`config.mk`:
```
export PLATFORM = sky130hd
export DESIGN_NAME = apb_req_arbiter_flat
export DESIGN_NICKNAME = d
export VERILOG_FILES = /design/src/rtl/apb_req_arbiter_if.sv /design/src/rtl/apb_req_arbiter.sv /design/src/flat_wrapper.sv
export SDC_FILE = /design/constraint.sdc
export NUM_CORES = 1
export LEC_CHECK = 0
export ABC_AREA = 1
export CAP_MARGIN = 15
export CORE_AREA = 10 10 157 159
export CTS_CLUSTER_SIZE = 16
export DETAILED_ROUTE_END_ITERATION = 10
export DIE_AREA = 0 0 167 169
export GPL_TIMING_DRIVEN = 1
export PLACE_DENSITY = 0.7
export SYNTH_ARGS = -nofsm -noshare
export SYNTH_HDL_FRONTEND = slang
export SYNTH_SLANG_ARGS = --single-unit
```
`constraint.sdc`:
```
create_clock -name clk -period 4 [get_ports clk]
set_input_delay 0.4 -clock clk [delete_from_list [all_inputs] [get_ports clk]]
set_output_delay 0.4 -clock clk [all_outputs]
set_load 0.01 [all_outputs]
```
`src/rtl/apb_req_arbiter_if.sv`:
```
// Bridge-side bus of the request arbiter: a single-transfer handshake where the
// arbiter drives the command and the bridge answers with ready/data_out.
`ifndef ADDR_WIDTH
`define ADDR_WIDTH 32
`endif
`ifndef DATA_WIDTH
`define DATA_WIDTH 32
`endif
`ifndef STRB_SIZE
`define STRB_SIZE 4
`endif

interface apb_req_arbiter_if #(
    parameter int AW = `ADDR_WIDTH,
    parameter int DW = `DATA_WIDTH,
    parameter int SW = `STRB_SIZE
);
    logic          trnsfr;
    logic          wr;
    logic [SW-1:0] strb;
    logic [AW-1:0] address;
    logic [DW-1:0] data_in;
    logic [DW-1:0] data_out;
    logic          ready;

    modport master (
        output trnsfr, wr, strb, address, data_in,
        input  data_out, ready
    );

    modport slave (
        input  trnsfr, wr, strb, address, data_in,
        output data_out, ready
    );
endinterface

```
`src/rtl/apb_req_arbiter.sv`:
```
// Round-robin arbiter funnelling NREQ requesters onto one bridge master port,
// one single transfer at a time, with a WAIT timeout that aborts hung transfers.
`ifndef ADDR_WIDTH
`define ADDR_WIDTH 32
`endif
`ifndef DATA_WIDTH
`define DATA_WIDTH 32
`endif
`ifndef STRB_SIZE
`define STRB_SIZE 4
`endif

module apb_req_arbiter #(
    parameter int NREQ    = 4,
    parameter int AW      = `ADDR_WIDTH,
    parameter int DW      = `DATA_WIDTH,
    parameter int SW      = `STRB_SIZE,
    parameter int TIMEOUT = 16,
    localparam int IW     = (NREQ > 1) ? $clog2(NREQ) : 1,
    localparam int CW     = $clog2(TIMEOUT)
) (
    input  logic               clk,
    input  logic               rst,
    input  logic [NREQ-1:0]    req_valid,
    input  logic [NREQ-1:0]    req_wr,
    input  logic [NREQ*SW-1:0] req_strb,
    input  logic [NREQ*AW-1:0] req_addr,
    input  logic [NREQ*DW-1:0] req_wdata,
    output logic [NREQ-1:0]    req_done,
    output logic               req_err,
    output logic [DW-1:0]      req_rdata,
    output logic               busy,
    output logic [IW-1:0]      grant_id,
    apb_req_arbiter_if.master  bus
);

    typedef enum logic [1:0] {IDLE, ISSUE, WAIT, RELEASE} state_t;

    state_t          state, state_n;
    logic [IW-1:0]   rr_ptr, rr_ptr_n;
    logic [CW-1:0]   cnt, cnt_n;
    logic [IW-1:0]   grant_id_n;
    logic            trnsfr_q, trnsfr_n;
    logic            wr_q, wr_n;
    logic [SW-1:0]   strb_q, strb_n;
    logic [AW-1:0]   addr_q, addr_n;
    logic [DW-1:0]   wdata_q, wdata_n;
    logic [NREQ-1:0] done_n;
    logic            err_n;
    logic [DW-1:0]   rdata_n;
    logic            busy_n;

    logic [IW-1:0]   pick, cand;
    logic            found;

    // First requesting index at or above rr_ptr, wrapping past NREQ-1.
    always_comb begin
        pick  = rr_ptr;
        cand  = rr_ptr;
        found = 1'b0;
        for (int i = 0; i < NREQ; i++) begin
            cand = IW'((int'(rr_ptr) + i) % NREQ);
            if (!found && req_valid[cand]) begin
                found = 1'b1;
                pick  = cand;
            end
        end
    end

    always_comb begin
        state_n    = state;
        rr_ptr_n   = rr_ptr;
        cnt_n      = cnt;
        grant_id_n = grant_id;
        trnsfr_n   = 1'b0;
        wr_n       = wr_q;
        strb_n     = strb_q;
        addr_n     = addr_q;
        wdata_n    = wdata_q;
        done_n     = '0;
        err_n      = 1'b0;
        rdata_n    = req_rdata;
        case (state)
            IDLE: begin
                if (found) begin
                    state_n    = ISSUE;
                    grant_id_n = pick;
                    wr_n       = req_wr[pick];
                    strb_n     = req_strb[int'(pick)*SW +: SW];
                    addr_n     = req_addr[int'(pick)*AW +: AW];
                    wdata_n    = req_wdata[int'(pick)*DW +: DW];
                    trnsfr_n   = 1'b1;
                    cnt_n      = '0;
                end
            end
            ISSUE: state_n = WAIT;
            WAIT: begin
                if (bus.ready) begin
                    rdata_n          = bus.data_out;
                    done_n[grant_id] = 1'b1;
                    state_n          = RELEASE;
                end else if (cnt == CW'(TIMEOUT - 1)) begin
                    // Abort: completion reported with error, read data kept.
                    done_n[grant_id] = 1'b1;
                    err_n            = 1'b1;
                    state_n          = RELEASE;
                end else begin
                    cnt_n = cnt + 1'b1;
                end
            end
            RELEASE: begin
                if (!bus.ready) begin
                    state_n  = IDLE;
                    rr_ptr_n = (grant_id == IW'(NREQ - 1)) ? '0 : grant_id + 1'b1;
                end
            end
            default: state_n = IDLE;
        endcase
        busy_n = (state_n != IDLE);
    end

    always_ff @(posedge clk) begin
        if (rst) begin
            state     <= IDLE;
            rr_ptr    <= '0;
            cnt       <= '0;
            grant_id  <= '0;
            trnsfr_q  <= 1'b0;
            wr_q      <= 1'b0;
            strb_q    <= '0;
            addr_q    <= '0;
            wdata_q   <= '0;
            req_done  <= '0;
            req_err   <= 1'b0;
            req_rdata <= '0;
            busy      <= 1'b0;
        end else begin
            state     <= state_n;
            rr_ptr    <= rr_ptr_n;
            cnt       <= cnt_n;
            grant_id  <= grant_id_n;
            trnsfr_q  <= trnsfr_n;
            wr_q      <= wr_n;
            strb_q    <= strb_n;
            addr_q    <= addr_n;
            wdata_q   <= wdata_n;
            req_done  <= done_n;
            req_err   <= err_n;
            req_rdata <= rdata_n;
            busy      <= busy_n;
        end
    end

    assign bus.trnsfr  = trnsfr_q;
    assign bus.wr      = wr_q;
    assign bus.strb    = strb_q;
    assign bus.address = addr_q;
    assign bus.data_in = wdata_q;

endmodule
```
`src/flat_wrapper.sv`:
```
// flat-port wrapper written by rule: the top's interface ports become plain ports
module apb_req_arbiter_flat 
#(
    parameter int NREQ    = 4,
    parameter int AW      = `ADDR_WIDTH,
    parameter int DW      = `DATA_WIDTH,
    parameter int SW      = `STRB_SIZE,
    parameter int TIMEOUT = 16,
    localparam int IW     = (NREQ > 1) ? $clog2(NREQ) : 1,
    localparam int CW     = $clog2(TIMEOUT)
)
  (clk, rst, req_valid, req_wr, req_strb, req_addr, req_wdata, req_done, req_err, req_rdata, busy, grant_id, bus_trnsfr, bus_wr, bus_strb, bus_address, bus_data_in, bus_data_out, bus_ready);
  apb_req_arbiter_if #(.AW(AW), .DW(DW), .SW(SW)) bus_i ();
  input  logic clk;
  input  logic rst;
  input  logic [NREQ-1:0] req_valid;
  input  logic [NREQ-1:0] req_wr;
  input  logic [NREQ*SW-1:0] req_strb;
  input  logic [NREQ*AW-1:0] req_addr;
  input  logic [NREQ*DW-1:0] req_wdata;
  output logic [NREQ-1:0] req_done;
  output logic req_err;
  output logic [DW-1:0] req_rdata;
  output logic busy;
  output logic [IW-1:0] grant_id;
  output wire logic [$bits(bus_i.trnsfr)-1:0] bus_trnsfr;
  output wire logic [$bits(bus_i.wr)-1:0] bus_wr;
  output wire logic [$bits(bus_i.strb)-1:0] bus_strb;
  output wire logic [$bits(bus_i.address)-1:0] bus_address;
  output wire logic [$bits(bus_i.data_in)-1:0] bus_data_in;
  input wire logic [$bits(bus_i.data_out)-1:0] bus_data_out;
  input wire logic [$bits(bus_i.ready)-1:0] bus_ready;
  assign bus_trnsfr = bus_i.trnsfr;
  assign bus_wr = bus_i.wr;
  assign bus_strb = bus_i.strb;
  assign bus_address = bus_i.address;
  assign bus_data_in = bus_i.data_in;
  assign bus_i.data_out = bus_data_out;
  assign bus_i.ready = bus_ready;
  apb_req_arbiter #(.NREQ(NREQ), .AW(AW), .DW(DW), .SW(SW), .TIMEOUT(TIMEOUT)) u_core (.clk(clk), .rst(rst), .req_valid(req_valid), .req_wr(req_wr), .req_strb(req_strb), .req_addr(req_addr), .req_wdata(req_wdata), .req_done(req_done), .req_err(req_err), .req_rdata(req_rdata), .busy(busy), .grant_id(grant_id), .bus(bus_i));
endmodule
```
==> summary.md, run 1 <==
| Metric | Value |
|---|---|
| Status | `finished, final reports clean` |
| Share of layout cells above drive strength 1 | `0.0476` |
| Routability-driven placement congestion ratio | `0.925` |
| Nets | `1756` |
| Unique cell type count in the Yosys netlist | `24` |
| Pwr Density | `409 nW/um^2` |
| Mapped cell area | `6660 um^2` |
| Slew @ Worst Pin | `0.979 ns` |
| TritonCTS buffer count | `17` |
| Gr usage total | `0.215` |
| DIE HEIGHT | `169 um` |
| Number of DRC violations after detailed-routing iteration 0 | `924` |
| Hold WS | `0.448 ns` |
| Crit share post-route | `0.693` |
| Dpl cells | `1697` |
| Most common cell after layout, fill and taps aside | `clkdlybuf4s50_1` |
| Flip-flop and latch area | `2360 um^2` |
| Final Hold Vio Count | `0` |
| CP max FO | `30` |
| Crit. End Element | `register` |
| Area leader, netlist | `dfxtp_1` |
| Synth Register Bits | `118` |
| Post-CTS Setup Inserts | `0` |
| Antenna viol nets, final | `0` |
| DP HPWL | `24100 um` |
| Multi-input gate area | `3800 um^2` |
| Clk_lat worst skew | `0.41 ns` |
| Mapped Cells | `1061` |
| Rows | `54` |
| Area grow syn2layout | `74.3%` |
| CTS Sinks | `118` |
| Min Tclk post-route | `2.77 ns` |
| Largest net degree at the start of global routing | `139` |
| Max-Cap Viols | `0` |
| Gr ovfl total | `0` |
| Commonest non-fill, non-tap cells in the layout | `424 x clkdlybuf4s50_1, 361 x nand3_1, 333 x nand2_1` |
| Clock root buffer | `clkbuf_16` |
| DP Area | `11000 um^2` |
| Drt total wl | `32400 um` |
| RSZ-0062 raised after global routing | `no` |
| Syn avg cell area | `6.28 um^2` |
| Hold Buf Count CTS | `0` |
| Initial antenna violation count | `1` |
| Die area | `28200 um^2` |
| Worst hold path type | `register to register` |
| TNS Setup | `0 ns` |
| Peak Freq | `361 MHz` |
| Clock-pin transition on the worst setup and hold timing paths | `0.06 ns` |
| Initial Util | `0.309` |
| Worst-case clock buffer depth | `2` |
| Endpoints failing setup | `0` |
| IO Port Bufs | `424` |
| Routed vias/inst | `4.95` |
| Clock Skew | `0.00973 ns` |
| Yosys top cell area share | `0.354` |
| Post-CTS sizing | `0` |
| Routed len/inst | `18.7 um` |
| Die X-Extent | `167 um` |
| H-tree level count | `4` |
| Ports | `425` |
| Vias in the first global route | `8385` |
| Non-filler instance count after layout | `1730` |
| Vias | `8569` |
| Max Slew Vio Count | `0` |
| Peak supply drop | `0.000279 V` |
| YS warnings | `0` |
| First-pass GRT wire length | `49000 um` |
| CP required | `4.30 ns` |
| CTS tree | `done` |
| 1st-pass router iterations | `6` |
| Fillers | `2125` |
| Worst EP arrival | `3.07 ns` |
| Area of the core | `21600 um^2` |
| Startpoint types | `register` |
| Largest cells by area after synthesis | `dfxtp_1 35%, nand3_1 27%, nand2_1 19%` |
| Final Cell Area | `11600 um^2` |
| Worst setup path category | `register to register` |
| Slew headroom | `0.347` |
| Leak | `0.00501 uW` |
| Register area share after synthesis | `0.354` |
| Syn_nets | `1381` |
| Post-route DRC | `0` |
| Total power | `4750 uW` |
==> power by group <==
group / internal (uW) / switching [uW] / total [uW]
registers: 1360 / 101 / 1460
clock network: 883 / 642 / 1520
logic: 858 / 911 / 1770
total: 3100 / 1650 / 4750
==> stage by stage <==
| stage | setup slack [ns] | util |
|---|---|---|
| 3_3_place_gp | 1.17 | 0.512 |
| 4_1_cts | 1.21 | 0.539 |
| 3_5_place_dp | 1.16 | 0.512 |
| 2_1_floorplan | 2.23 | - |
| 6_report | 1.23 | 0.539 |
| 5_1_grt | 1.00 | 0.539 |
==> cell type report <==
class	count	area share
timing repair buffer	441	0.382
antenna	1	0.000215
sequential	118	0.203
clock buffer	17	0.0366
inverter	20	0.00668
clock inverter	15	0.0137
multi-input combinational	838	0.327
tap	280	0.0302
==> per-layer routing <==
layer	GRT usage	share of wire	wire length (um)	vias to the layer above
met5	0	0	0	-
met3	0.0530	0.077	2490	40
met1	0.261	0.41	13300	3870
met2	0.366	0.49	15900	378
met4	0.0680	0.021	666	0
li1	-	-	-	4281
==> synth_stat cells, drive strengths merged <==
cell / count
nand3: 362
nand2: 342
dfxtp: 118
nor2: 78
buf: 73
o21ai: 37
inv: 18
clkbuf: 12
a21oi: 5
ha: 5
o22ai: 4
nand4: 3
clkinv: 2
nor3: 1
xor2: 1
==> critical path, stage by stage, from the launching register on <==
cell	delay [ns]
dfxtp_1	0.61
inv_2	0.19
nand2_1	0.15
nand3_1	0.08
nand2_1	0.19
nand4_2	0.20
clkinv_1	0.10
nand2_1	0.06
nand2_2	0.53
buf_4	0.27
nand3_1	0.10
nand3_1	0.10
nand2_1	0.06
==> kinds of logic (layout without fill, tap and decap cells) <==
logic type	count (synthesis)	count (layout)	synth area share
AND/OR/NAND/NOR	786	786	0.520
flip-flops	118	118	0.354
buffers and inverters	105	493	0.0794
AO/OA/AOI/OAI	46	46	0.0359
adder cells (fa/ha/maj)	5	5	0.00939
XOR/XNOR	1	1	0.00131
other	0	1	0
==> path summary, 6_finish.rpt <==
check	cells past startpoint	endpoint	startpoint	slack, ns
worst min-delay path	2	u_core.bus.strb[3]	u_core.bus.strb[3]	0.45
worst max-delay path	12	u_core.bus.data_in[8]	u_core.rr_ptr[0]	1.23
worst max register to register	12	u_core.bus.data_in[8]	u_core.rr_ptr[0]	1.23
worst min register to register	2	u_core.bus.strb[3]	u_core.bus.strb[3]	0.45
==> registers in the layout, summed over array words and instances, names as in the netlist, 2 cells and up <==
signal and count:
u_core.bus.strb 4, u_core.bus.data_in 32, u_core.req_rdata 32, u_core.cnt 4, u_core.req_done 4, u_core.state 2, u_core.rr_ptr 2, u_core.bus.address 32
u_core.grant_id 2
Power figures use the tool's default switching activity.
==> run 2, diff against run 1 <==
Settings changed: CORE_AREA 10 10 157 159 to not set, CORE_ASPECT_RATIO set to 0.8, CORE_MARGIN set to 10, CORE_UTILIZATION set to 34, DIE_AREA 0 0 167 169 to not set, PLACE_DENSITY 0.7 to 0.79.
Clock period 4 ns to 2.3 ns, I/O delays scaled along.
==> run 2 against run 1 <==
  * Worst hold slack worse by 0.051 ns
  * Clock-buffer cell count up 1
  * Register-to-register slack worse by 1.1 ns
  * Cell count decreased by 0.29%
  * Core utilization is 8.5 points higher
  * Sequential power rose by 74%
  * Critical path type unchanged
==> summary.md, run 2 (synthesis gave the netlist of run 1 again) <==
| Metric | Value |
|---|---|
| Clock-pin transition on the worst setup and hold timing paths | `0.06 ns` |
| Nets | `1773` |
| Antenna viol nets, final | `0` |
| CP required | `2.60 ns` |
| Vias | `8900` |
| Status | `finished, final reports clean` |
| DIE HEIGHT | `145 um` |
| Worst hold path type | `input pin to register` |
| TritonCTS buffer count | `17` |
| CP max FO | `27` |
| Vias in the first global route | `8173` |
| Met2 WL post-DR | `16400 um` |
| Largest net degree at the start of global routing | `59` |
| H-tree level count | `4` |
| DRT met1 WL | `12700 um` |
| Clock Skew | `0.00966 ns` |
| Initial Util | `0.348` |
| Max-Cap Viols | `0` |
| Number of DRC violations after detailed-routing iteration 0 | `793` |
| Peak supply drop | `0.000384 V` |
| 1st-pass router iterations | `6` |
| Crit share post-route | `0.935` |
| Non-filler instance count after layout | `1725` |
| Net Sw Frac | `0.332` |
| Leak | `0.00518 uW` |
| Post-route DRC | `0` |
| Final core occ | `0.624` |
| Clock share of power | `0.325` |
| Die area | `25600 um^2` |
| Endpoints failing setup | `0` |
| Area of the core | `19100 um^2` |
| Peak Freq | `465 MHz` |
| Clk_lat worst skew | `0.41 ns` |
| Share of layout cells above drive strength 1 | `0.0621` |
| Routed vias/inst | `5.16` |
| Slew @ Worst Pin | `0.991 ns` |
| Hold WS | `0.396 ns` |
| Reg power frac | `0.296` |
| CTS tree | `done` |
| Hold Buf Count CTS | `0` |
| Routed len/inst | `19.3 um` |
| Die X-Extent | `177 um` |
| Worst-case clock buffer depth | `2` |
| Top Metal Used | `met5` |
| First-pass GRT wire length | `48600 um` |
| Final Hold Vio Count | `0` |
| Dpl cells | `1683` |
| Commonest non-fill, non-tap cells in the layout | `424 x clkdlybuf4s50_1, 359 x nand3_1, 332 x nand2_1` |
| Crit. End Element | `register` |
| Dpl ws | `0.0250 ns` |
| Gr usage total | `0.237` |
| Rows | `45` |
| Logic gate share of total power | `0.380` |
| Min Tclk post-route | `2.15 ns` |
| Gr ovfl total | `0` |
| Clock root buffer | `clkbuf_16` |
| Ports | `425` |
| Initial antenna violation count | `3` |
| Routability-driven placement congestion ratio | `0.903` |
| Startpoint types | `register` |
| CTS Sinks | `118` |
| Int Pwr | `5740 uW` |
| NetSw | `2850 uW` |
| Slew headroom | `0.338` |
| Pwr Density | `719 nW/um^2` |
| IO Port Bufs | `424` |
| Max Slew Vio Count | `0` |
| WL met3 | `3360 um` |
| Worst EP arrival | `2.45 ns` |
| Drt total wl | `33200 um` |
| Worst setup path category | `register to register` |
| DP HPWL | `24900 um` |
| TNS Setup | `0 ns` |
| Setup WS post-layout | `0.150 ns` |
| Area grow syn2layout | `79.4%` |
| Most common cell after layout, fill and taps aside | `clkdlybuf4s50_1` |
[run 2: cell types whose count changed in the layout (fill, tap and decap cells not counted), sizes merged]
cell | before | now
buf | 17 | 32
clkbuf | 17 | 20
clkinvlp | 3 | 4
clkinv | 4 | 6
inv | 27 | 21
bufinv | 1 | 3
[run 2: per-layer routing]
| metal | track usage | vias to the layer above |
|---|---|---|
| li1 | - | 4322 |
| met1 | 0.268 | 4074 |
| met2 | 0.404 | 448 |
| met3 | 0.0860 | 52 |
| met4 | 0.0772 | 4 |
| met5 | 0 | - |
[run 2: worst paths after layout]
| kind | slack, ns | end | depth (start not counted) | start |
|---|---|---|---|---|
| hold reg to reg | 0.45 | u_core.bus.address[3] | 2 | u_core.bus.address[3] |
| hold / removal | 0.40 | u_core.req_rdata[28] | 3 | bus_data_out[28] |
| setup reg to reg | 0.15 | u_core.bus.address[14] | 13 | u_core.rr_ptr[0] |
| setup / recovery | 0.15 | u_core.bus.address[14] | 13 | u_core.rr_ptr[0] |
[run 2: layout make-up]
type	instances	area [um^2]
Fill cell	1708	7190
Timing Repair Buffer	458	4750
Multi-Input combinational cell	838	3820
Sequential cell	118	2360
Clock buffer	18	439
Tap cell	258	323
Clock inverter	14	174
Inverter	20	77.6
Antenna cell	1	2.50
[run 2: timing repair]
| item | in CTS | in global routing |
|---|---|---|
| buffers inserted | 0 | 6 |
| endpoints found under the setup margin | 0 | 73 |
| resized for setup | 0 | 6 |
[run 2: critical path, stage by stage (launching register included)]
cell and delay (ns):
dfxtp_2 0.38, buf_4 0.18, nand2_1 0.08, nand2_2 0.14, nand2_1 0.08, nand2_2 0.13, nand4_2 0.19, nand2_4 0.19
nand2_4 0.13, buf_12 0.19, nand2_1 0.06, nand3_1 0.07, nand3_1 0.13, nand2_1 0.07
[run 2: metrics by stage]
stage | instance area, um^2 | power [uW]
after CTS | 11800 | 8570
after global placement | 11200 | 5710
final | 12000 | 8590
after floorplan | 6660 | 4060
after global routing | 12000 | 9050
after detailed placement | 11200 | 5760
[run 2: power by group through the flow]
stage	clock network, uW	registers [uW]	logic, uW
detailed placement	0	2570	3190
CTS	2840	2540	3200
finish	2790	2540	3260
global route	2930	2570	3550
floorplan	0	2700	1360
global placement	0	2560	3150
